### config.mk
export PLATFORM = sky130hd
export DESIGN_NAME = priority_grant_scheduler
export DESIGN_NICKNAME = d
export VERILOG_FILES = /design/src/rtl/priority_grant_scheduler.sv
export SDC_FILE = /design/constraint.sdc
export NUM_CORES = 1
export LEC_CHECK = 0
export ABC_AREA = 0
export ABC_CLOCK_PERIOD_IN_PS = 7600
export CAP_MARGIN = 20
export CORE_UTILIZATION = 55
export CTS_BUF_LIST = sky130_fd_sc_hd__clkbuf_8
export CTS_CLUSTER_SIZE = 40
export DETAILED_ROUTE_END_ITERATION = 8
export PLACE_DENSITY = 0.95
export SYNTH_ARGS = -nofsm -noshare
export SYNTH_HDL_FRONTEND = slang
export SYNTH_SLANG_ARGS = --single-unit
### constraint.sdc
create_clock -name clk_i -period 7.6 [get_ports clk_i]
set_clock_uncertainty 0.05 [all_clocks]
set_input_delay 1.9 -clock clk_i [delete_from_list [all_inputs] [get_ports clk_i]]
set_output_delay 1.9 -clock clk_i [all_outputs]
set_load 0.02 [all_outputs]
### src/rtl/priority_grant_scheduler.sv
// rtl/priority_grant_scheduler.sv - pending-request collector with registered valid/ready grant output.
// Optional PRIORITY_GRANT_SCHEDULER_ROUND_ROBIN_EN selects round-robin instead of fixed highest-index priority.
module priority_grant_scheduler #(
  parameter int DATA_WIDTH = 8,
  parameter int CNT_WIDTH  = 16,
  localparam int IDX_W     = $clog2(DATA_WIDTH)
) (
  input  logic                  clk_i,
  input  logic                  rst_i,
  input  logic [DATA_WIDTH-1:0] req_i,
  output logic [IDX_W-1:0]      grant_idx_o,
  output logic                  grant_valid_o,
  input  logic                  grant_ready_i,
  output logic [DATA_WIDTH-1:0] pending_o,
  output logic [CNT_WIDTH-1:0]  merge_cnt_o
);

  typedef enum logic {IDLE, OFFER} state_t;

  state_t                 state, state_next;
  logic [DATA_WIDTH-1:0]  pending, sel_mask;
  logic [IDX_W-1:0]       sel;
  logic                   load;
  logic [6:0]             merge_inc;
  logic [CNT_WIDTH+7:0]   merge_sum;

`ifdef PRIORITY_GRANT_SCHEDULER_ROUND_ROBIN_EN
  logic [IDX_W-1:0] ptr;
  logic             below_found;

  // Highest pending index strictly below the pointer; otherwise wrap to the top and search down to the pointer.
  always_comb begin
    sel         = '0;
    below_found = 1'b0;
    for (int i = 0; i < DATA_WIDTH; i++) begin
      if (pending[i] && (IDX_W'(i) < ptr)) begin
        sel         = IDX_W'(i);
        below_found = 1'b1;
      end
    end
    if (!below_found) begin
      for (int i = 0; i < DATA_WIDTH; i++) begin
        if (pending[i] && (IDX_W'(i) >= ptr)) sel = IDX_W'(i);
      end
    end
  end

  always_ff @(posedge clk_i or posedge rst_i) begin
    if (rst_i)     ptr <= '0;
    else if (load) ptr <= sel;
  end
`else
  always_comb begin
    sel = '0;
    for (int i = 0; i < DATA_WIDTH; i++) begin
      if (pending[i]) sel = IDX_W'(i);
    end
  end
`endif

  always_comb begin
    state_next = state;
    load       = 1'b0;
    case (state)
      IDLE: begin
        if (|pending) begin
          load       = 1'b1;
          state_next = OFFER;
        end
      end
      OFFER: begin
        if (grant_ready_i) begin
          if (|pending) load = 1'b1;
          else          state_next = IDLE;
        end
      end
      default: state_next = IDLE;
    endcase
  end

  assign sel_mask = load ? (DATA_WIDTH'(1) << sel) : '0;

  always_comb begin
    merge_inc = '0;
    for (int i = 0; i < DATA_WIDTH; i++) begin
      merge_inc = merge_inc + {6'd0, req_i[i] & pending[i]};
    end
    merge_sum = (CNT_WIDTH+8)'(merge_cnt_o) + (CNT_WIDTH+8)'(merge_inc);
  end

  always_ff @(posedge clk_i or posedge rst_i) begin
    if (rst_i) begin
      state         <= IDLE;
      pending       <= '0;
      grant_idx_o   <= '0;
      grant_valid_o <= 1'b0;
      merge_cnt_o   <= '0;
    end else begin
      state         <= state_next;
      pending       <= (pending & ~sel_mask) | req_i;
      grant_valid_o <= (state_next == OFFER);
      if (load) grant_idx_o <= sel;
      // Saturate rather than wrap so a long run of merges never reads as few.
      if (merge_sum > (CNT_WIDTH+8)'({CNT_WIDTH{1'b1}})) merge_cnt_o <= '1;
      else                                                merge_cnt_o <= merge_sum[CNT_WIDTH-1:0];
    end
  end

  assign pending_o = pending;

endmodule

==> results.json, run 1 <==
{
  "max-cap-violations": 0,
  "ys.flop_type": "dfrtp_1",
  "rr_worst_depth": 13,
  "post-dp-hpwl_um": 2450,
  "start_kind": "primary input",
  "ys_seq_area_share_pct": 44.2,
  "power_frac_seq_pct": 30.1,
  "gr-usage-all-layers_pct": 23.6,
  "p_sw_share_pct": 41.0,
  "postCtsSetupBuffers": 0,
  "via_per_inst": 5.71,
  "cts_root_buf": "clkbuf_8",
  "top_usage_layer": "met2",
  "worstHoldStart": "grant_idx_o[2]$_DFFE_PP0P_",
  "yosysTopAreaCellShare_pct": 44.2,
  "synthDistinctLibCells": 41,
  "avgSynthCellArea_um2": 10.2,
  "final_core_util_pct": 76.5,
  "htreeDepth": 1,
  "rows": 19,
  "power_frac_clock_pct": 16.3,
  "max_stage_delay_ns": 0.60,
  "vdd.ir_drop.worst_mv": 0.312,
  "r2r_end": "merge_cnt_o[0]$_DFF_PP0_",
  "hp-class": "reg -> reg",
  "synth.area.top_cells": "dfrtp_1 (44%), fa_1 (6.3%), ha_1 (4.7%)",
  "clk_pin_slew_ns": 0.10,
  "cts_max_path_buffers": 2,
  "tns_ns": 0,
  "die_area_mm2": 0.00310,
  "crit_path_frequent_cell": "fa_1",
  "p_per_area_mw_per_mm2": 343,
  "holdBufCountCts": 0,
  "arrival_ns": 6.22,
  "crit_chain": "clkdlybuf4s50_1 > and2_1 > fa_1 > inv_1 > fa_1 > inv_1 > fa_1 > fa_1 > inv_1 > fa_1 > nand2b_1 > a21oi_1 > or4b_4 > or2b_1",
  "cpLargestDelayFamily": "adder cells",
  "critPathRequiredTime_ns": 7.76,
  "ctsResizeCount": 0,
  "p_leak_nw": 0.897,
  "clock_latency_ns": 0.27,
  "finalWeightedCongestion": 0.808,
  "use_met3_pct": 4.19,
  "die_w_um": 55.7,
  "share_comb_of_total_power_pct": 53.6,
  "grt_start_max_net_pins": 29,
  "yosysTopAreaCell": "dfrtp_1",
  "rsz0062_at_grt": "no",
  "yosys-top-cells-count": "dfrtp_1 (28), inv_1 (12), nand2_1 (12), nor2_1 (10), o21ai_0 (10)",
  "antenna_left": 0,
  "hold_depth": 2,
  "gr-total-overflow": 0,
  "port_buffers": 38,
  "grt_pass1_vias": 1317,
  "ys_async_sr_fraction_pct": 100,
  "syn_to_final_growth_pct": 32.0,
  "syn_nets": 177,
  "antenna_found_initial": 0,
  "cp-end-kind": "flip-flop",
  "fin_crit_ns": 6.06,
  "fill_cells": 188,
  "vias": 1301,
  "firstDrtPassIters": 4,
  "crit_type": "in -> reg",
  "wl_per_cell_um": 14.7,
  "register_area_um2": 701,
  "yosysMostFrequentCell": "dfrtp_1",
  "drt_drc_violations_left": 0,
  "die_height_um": 55.7,
  "setup_violations": 0,
  "cts_buffers": 3,
  "finalHoldViolCount": 0,
  "syn-instance-count": 155,
  "coreArea_mm2": 0.00273,
  "cts_tree": "built",
  "slowest_stage": "or4b_4",
  "synth-seq-cells": 28,
  "yosys_warnings": 0,
  "diodes": 0,
  "rrSetupSlack_ns": 3.19,
  "path_buf_inv": 4,
  "synth-edff-count": 0,
  "whs_endpoint": "grant_idx_o[2]$_DFFE_PP0P_",
  "cp_max_fo": 13,
  "status": "completed",
  "period_share_pct": 79.7,
  "grtUsageMet2_pct": 41.5,
  "max-slew-margin-rel_pct": 68.2,
  "worstMarginPinSlew_ns": 0.472,
  "routed_wl_um": 3350,
  "slew_viol_final": 0,
  "num_io_pins": 39,
  "drive_above_1_share_pct": 10.2,
  "drtIter0Drc": 28,
  "multi_input_area_um2": 827,
  "grt_pass1_wl_um": 5800,
  "start_util_pct": 57.9,
  "syn_area_mm2": 0.00158,
  "power_switching_w": 0.000294,
  "max_clock_freq_ghz": 0.165,
  "clkSinkCount": 28,
  "grt_util_met1_pct": 29.8,
  "r2r_start": "pending_o[2]$_DFF_PP0_",
  "nets": 220,
  "internal_power_w": 0.000423
}
## power by group through the flow
| stage | combinational (W) | clock, W | sequential, W |
|---|---|---|---|
| finish | 0.000384 | 0.000117 | 0.000215 |
| global route | 0.000431 | 0.000125 | 0.000220 |
| CTS | 0.000386 | 0.000119 | 0.000215 |
| detailed placement | 0.000376 | 0 | 0.000218 |
| global placement | 0.000364 | 0 | 0.000216 |
| floorplan | 0.000225 | 0 | 0.000248 |
## state kept, by name (all words and copies together) (netlist names)
name and flops:
pending_o 8, merge_cnt_o 16, grant_idx_o 3, state 1
## worst register-to-register path, stage by stage (launching register included)
cell and delay [ns]:
dfrtp_1 0.46, and2_1 0.19, fa_1 0.49, inv_1 0.06
fa_1 0.53, inv_1 0.06, fa_1 0.56, fa_1 0.23
inv_1 0.06, fa_1 0.38, nand2b_1 0.21, a21oi_1 0.27
or4b_4 0.60, or2b_1 0.19
## kinds of logic after synthesis
logic type / count (synthesis) / synth area share, %
AND/OR/NAND/NOR: 60 / 21.6
AO/OA/AOI/OAI: 36 / 15.2
flip-flops: 28 / 44.2
buffers and inverters: 13 / 3.55
adder cells (fa/ha/maj): 11 / 11.1
XOR/XNOR: 4 / 2.21
multiplexers: 3 / 2.05
## through the flow
| step | power, W | setup WS (ns) | cells | instance area, um^2 | hold WS [ns] |
|---|---|---|---|---|---|
| finish | 0.000717 | 1.54 | 228 | 2090 | 0.490 |
| CTS | 0.000720 | 1.53 | 227 | 2060 | 0.491 |
| global route | 0.000776 | 1.35 | 228 | 2090 | 0.538 |
| global placement | 0.000579 | 1.41 | 223 | 1990 | 0.447 |
| floorplan | 0.000474 | 2.01 | 155 | 1580 | 0.583 |
| detailed placement | 0.000594 | 1.29 | 223 | 1990 | 0.468 |
## area by class of cell
cell class              count  area share (%)
well taps                  31            1.86
flip-flops and latches     28            33.5
repair buffers             39            19.5
clock buffers               3            1.97
clock inverters             1            1.44
multi-input cells         114            39.6
inverters                  12            2.15
## metal layers
layer | part of all wire, % | wire length [um]
met5 | 0 | 0
met4 | 0.24 | 8
met3 | 4.5 | 150
met2 | 52 | 1730
met1 | 43 | 1450
## layout by cell type (no fill, tap or decap), types with 6 or more instances in the layout
cell / netlist / final
and2_1: 6 / 6
clkdlybuf4s50_1: 0 / 38
dfrtp_1: 28 / 28
ha_1: 6 / 6
inv_1: 12 / 12
nand2_1: 12 / 12
nand3_1: 6 / 6
nor2_1: 10 / 10
o21ai_0: 10 / 10
## worst max path at each step
stage | startpoint | end | slack, ns | depth (start not counted)
finish | req_i[0] | merge_cnt_o[0]$_DFF_PP0_ | 1.54 | 14
global route | req_i[0] | merge_cnt_o[0]$_DFF_PP0_ | 1.35 | 14
CTS | req_i[0] | merge_cnt_o[0]$_DFF_PP0_ | 1.53 | 14
detailed placement | req_i[0] | merge_cnt_o[0]$_DFF_PP0_ | 1.29 | 14
global placement | req_i[0] | merge_cnt_o[0]$_DFF_PP0_ | 1.41 | 14
floorplan | req_i[0] | merge_cnt_o[13]$_DFF_PP0_ | 2.01 | 14
Note: power is estimated with default switching activity, not from simulation.
==> run 2: changes to the inputs <==
- ABC_CLOCK_PERIOD_IN_PS: 7600 -> 4940
- CORE_UTILIZATION: 55 -> 46
- PLACE_DENSITY: 0.95 -> 0.85
- clock period: 7.6 -> 4.94 ns (I/O delays scaled with it)
==> results.json, run 2 (synthesis gave the netlist of run 1 again) <==
{
  "routed_wl_um": 3750,
  "r2r_start": "pending_o[2]$_DFF_PP0_",
  "grt_start_max_net_pins": 29,
  "holdBufCountCts": 0,
  "hp-class": "reg -> reg",
  "finalWeightedCongestion": 0.858,
  "p_sw_share_pct": 43.0,
  "arrival_ns": 4.97,
  "rows": 20,
  "grt_util_met1_pct": 28.0,
  "wl_per_cell_um": 15.2,
  "internal_power_w": 0.000672,
  "start_kind": "primary input",
  "period_share_pct": 97.2,
  "cp_max_fo": 7,
  "largest_reg_flops": 16,
  "path_buf_inv": 4,
  "coreArea_mm2": 0.00315,
  "clk_pin_slew_ns": 0.10,
  "stdcell_count": 247,
  "setup_violations": 0,
  "worstMarginPinSlew_ns": 0.522,
  "crit_type": "in -> reg",
  "slowest_stage": "fa_1",
  "nets": 226,
  "final_cell_mix": "clkdlybuf4s50_1 (36), dfrtp_1 (28), inv_1 (12), nand2_1 (12)",
  "fill_cells": 264,
  "port_buffers": 38,
  "start_util_pct": 50.2,
  "max_clock_freq_ghz": 0.208,
  "finalHoldViolCount": 0,
  "power_frac_clock_pct": 12.1,
  "rr_worst_depth": 13,
  "whs_endpoint": "grant_idx_o[2]$_DFFE_PP0P_",
  "syn_to_final_growth_pct": 37.4,
  "p_leak_nw": 0.930,
  "rrSetupSlack_ns": 0.89,
  "final_area_mm2": 0.00218,
  "share_comb_of_total_power_pct": 59.8,
  "cpLargestDelayFamily": "adder cells",
  "fin_crit_ns": 4.80,
  "max_stage_delay_ns": 0.54,
  "grt_pass1_vias": 1327,
  "vias": 1363,
  "vdd.ir_drop.worst_mv": 0.444,
  "power_switching_w": 0.000508,
  "placed_cell_area_mm2": 0.00205,
  "num_io_pins": 39,
  "die_height_um": 60.7,
  "clock_latency_ns": 0.27,
  "crit_chain": "dlygate4sd2_1 > and2_4 > fa_1 > inv_1 > fa_1 > inv_1 > fa_1 > fa_2 > inv_1 > fa_2 > nand2b_4 > a21oi_4 > or4b_4 > or2b_1",
  "max-cap-violations": 0,
  "use_met3_pct": 3.84,
  "grtUsageMet2_pct": 40.5,
  "firstDrtPassIters": 4,
  "die_w_um": 60.7,
  "via_per_inst": 5.52,
  "largest-register": "merge_cnt_o",
  "critPathRequiredTime_ns": 5.11,
  "gr-total-overflow": 0,
  "antenna_found_initial": 0,
  "die_area_mm2": 0.00368,
  "drtIter0Drc": 73,
  "power_frac_seq_pct": 28.1,
  "gr-usage-all-layers_pct": 22.3,
  "htreeDepth": 1,
  "p_per_area_mw_per_mm2": 542,
  "clkSinkCount": 28,
  "r2r_end": "merge_cnt_o[0]$_DFF_PP0_",
  "cts_root_buf": "clkbuf_8",
  "layout_commonest_cell": "clkdlybuf4s50_1",
  "cts_buffers": 3,
  "place_inst": 241,
  "cp-end-kind": "flip-flop",
  "antenna_left": 0,
  "hold_depth": 2,
  "slew_viol_final": 0,
  "post-dp-hpwl_um": 2740,
  "worstHoldStart": "grant_idx_o[2]$_DFFE_PP0P_",
  "max-slew-margin-rel_pct": 64.9,
  "status": "completed",
  "top_usage_layer": "met2",
  "rsz0062_at_grt": "no",
  "final_core_util_pct": 69.0,
  "drt_drc_violations_left": 0,
  "cts_tree": "built",
  "cts_max_path_buffers": 2,
  "grt_pass1_wl_um": 6020,
  "drive_above_1_share_pct": 15.8,
  "diodes": 0
}
## run 2: final cells by class
type	instances	area, um^2	area share [%]
Clock buffer	4	55.1	2.53
Multi-Input combinational cell	115	877	40.3
Inverter	12	45.0	2.07
Sequential cell	28	701	32.2
Timing Repair Buffer	44	443	20.4
Tap cell	44	55.1	2.53
## run 2: worst min-delay path: stages, from the launching register on
cell and delay, ns:
dfrtp_1 0.36, o21ai_0 0.08, o21ai_0 0.08
## run 2: how the worst max path moves through the flow
| stage | startpoint | end | slack [ns] | depth (start not counted) |
|---|---|---|---|---|
| finish | req_i[0] | merge_cnt_o[0]$_DFF_PP0_ | 0.14 | 14 |
| global placement | req_i[0] | merge_cnt_o[0]$_DFF_PP0_ | -0.43 | 14 |
| CTS | req_i[0] | merge_cnt_o[0]$_DFF_PP0_ | 0.17 | 14 |
| floorplan | req_i[0] | merge_cnt_o[13]$_DFF_PP0_ | 0.01 | 14 |
| detailed placement | req_i[0] | merge_cnt_o[0]$_DFF_PP0_ | -0.53 | 14 |
| global route | req_i[0] | merge_cnt_o[3]$_DFF_PP0_ | 0.04 | 14 |
## run 2: per-stage QoR
stage	hold WS, ns	setup slack [ns]	TNS [ns]	total power (W)
after floorplan	0.583	0.0126	0	0.000729
after global placement	0.444	-0.430	-5.54	0.000926
after detailed placement	0.492	-0.533	-7.14	0.000960
after CTS	0.508	0.165	0	0.00117
after global routing	0.559	0.0418	0	0.00127
final	0.498	0.140	0	0.00118
## run 2: timing repair
| item | 4_1_cts | 5_1_grt |
|---|---|---|
| setup buffers | 0 | 0 |
| endpoints found under the setup margin | 15 | 0 |
| gates resized for setup | 11 | 0 |
## run 2: routing by layer
layer / up-vias / part of all wire (%)
li1: 642 / -
met1: 657 / 42
met2: 60 / 52
met3: 4 / 5.2
met4: 0 / 0.56
met5: - / 0
## run 2: power by group through the flow
stage,sequential (W),combinational [W],clock [W]
after floorplan,0.000382,0.000347,0
after detailed placement,0.000335,0.000625,0
after global placement,0.000332,0.000594,0
after CTS,0.000330,0.000696,0.000145
after global routing,0.000337,0.000774,0.000157
final,0.000331,0.000706,0.000143
==> run 3: changes to the inputs <==
- ABC_AREA: 0 -> default
==> results of run 3 <==
The final DEF is identical to that of run 2; final timing and power are the same.
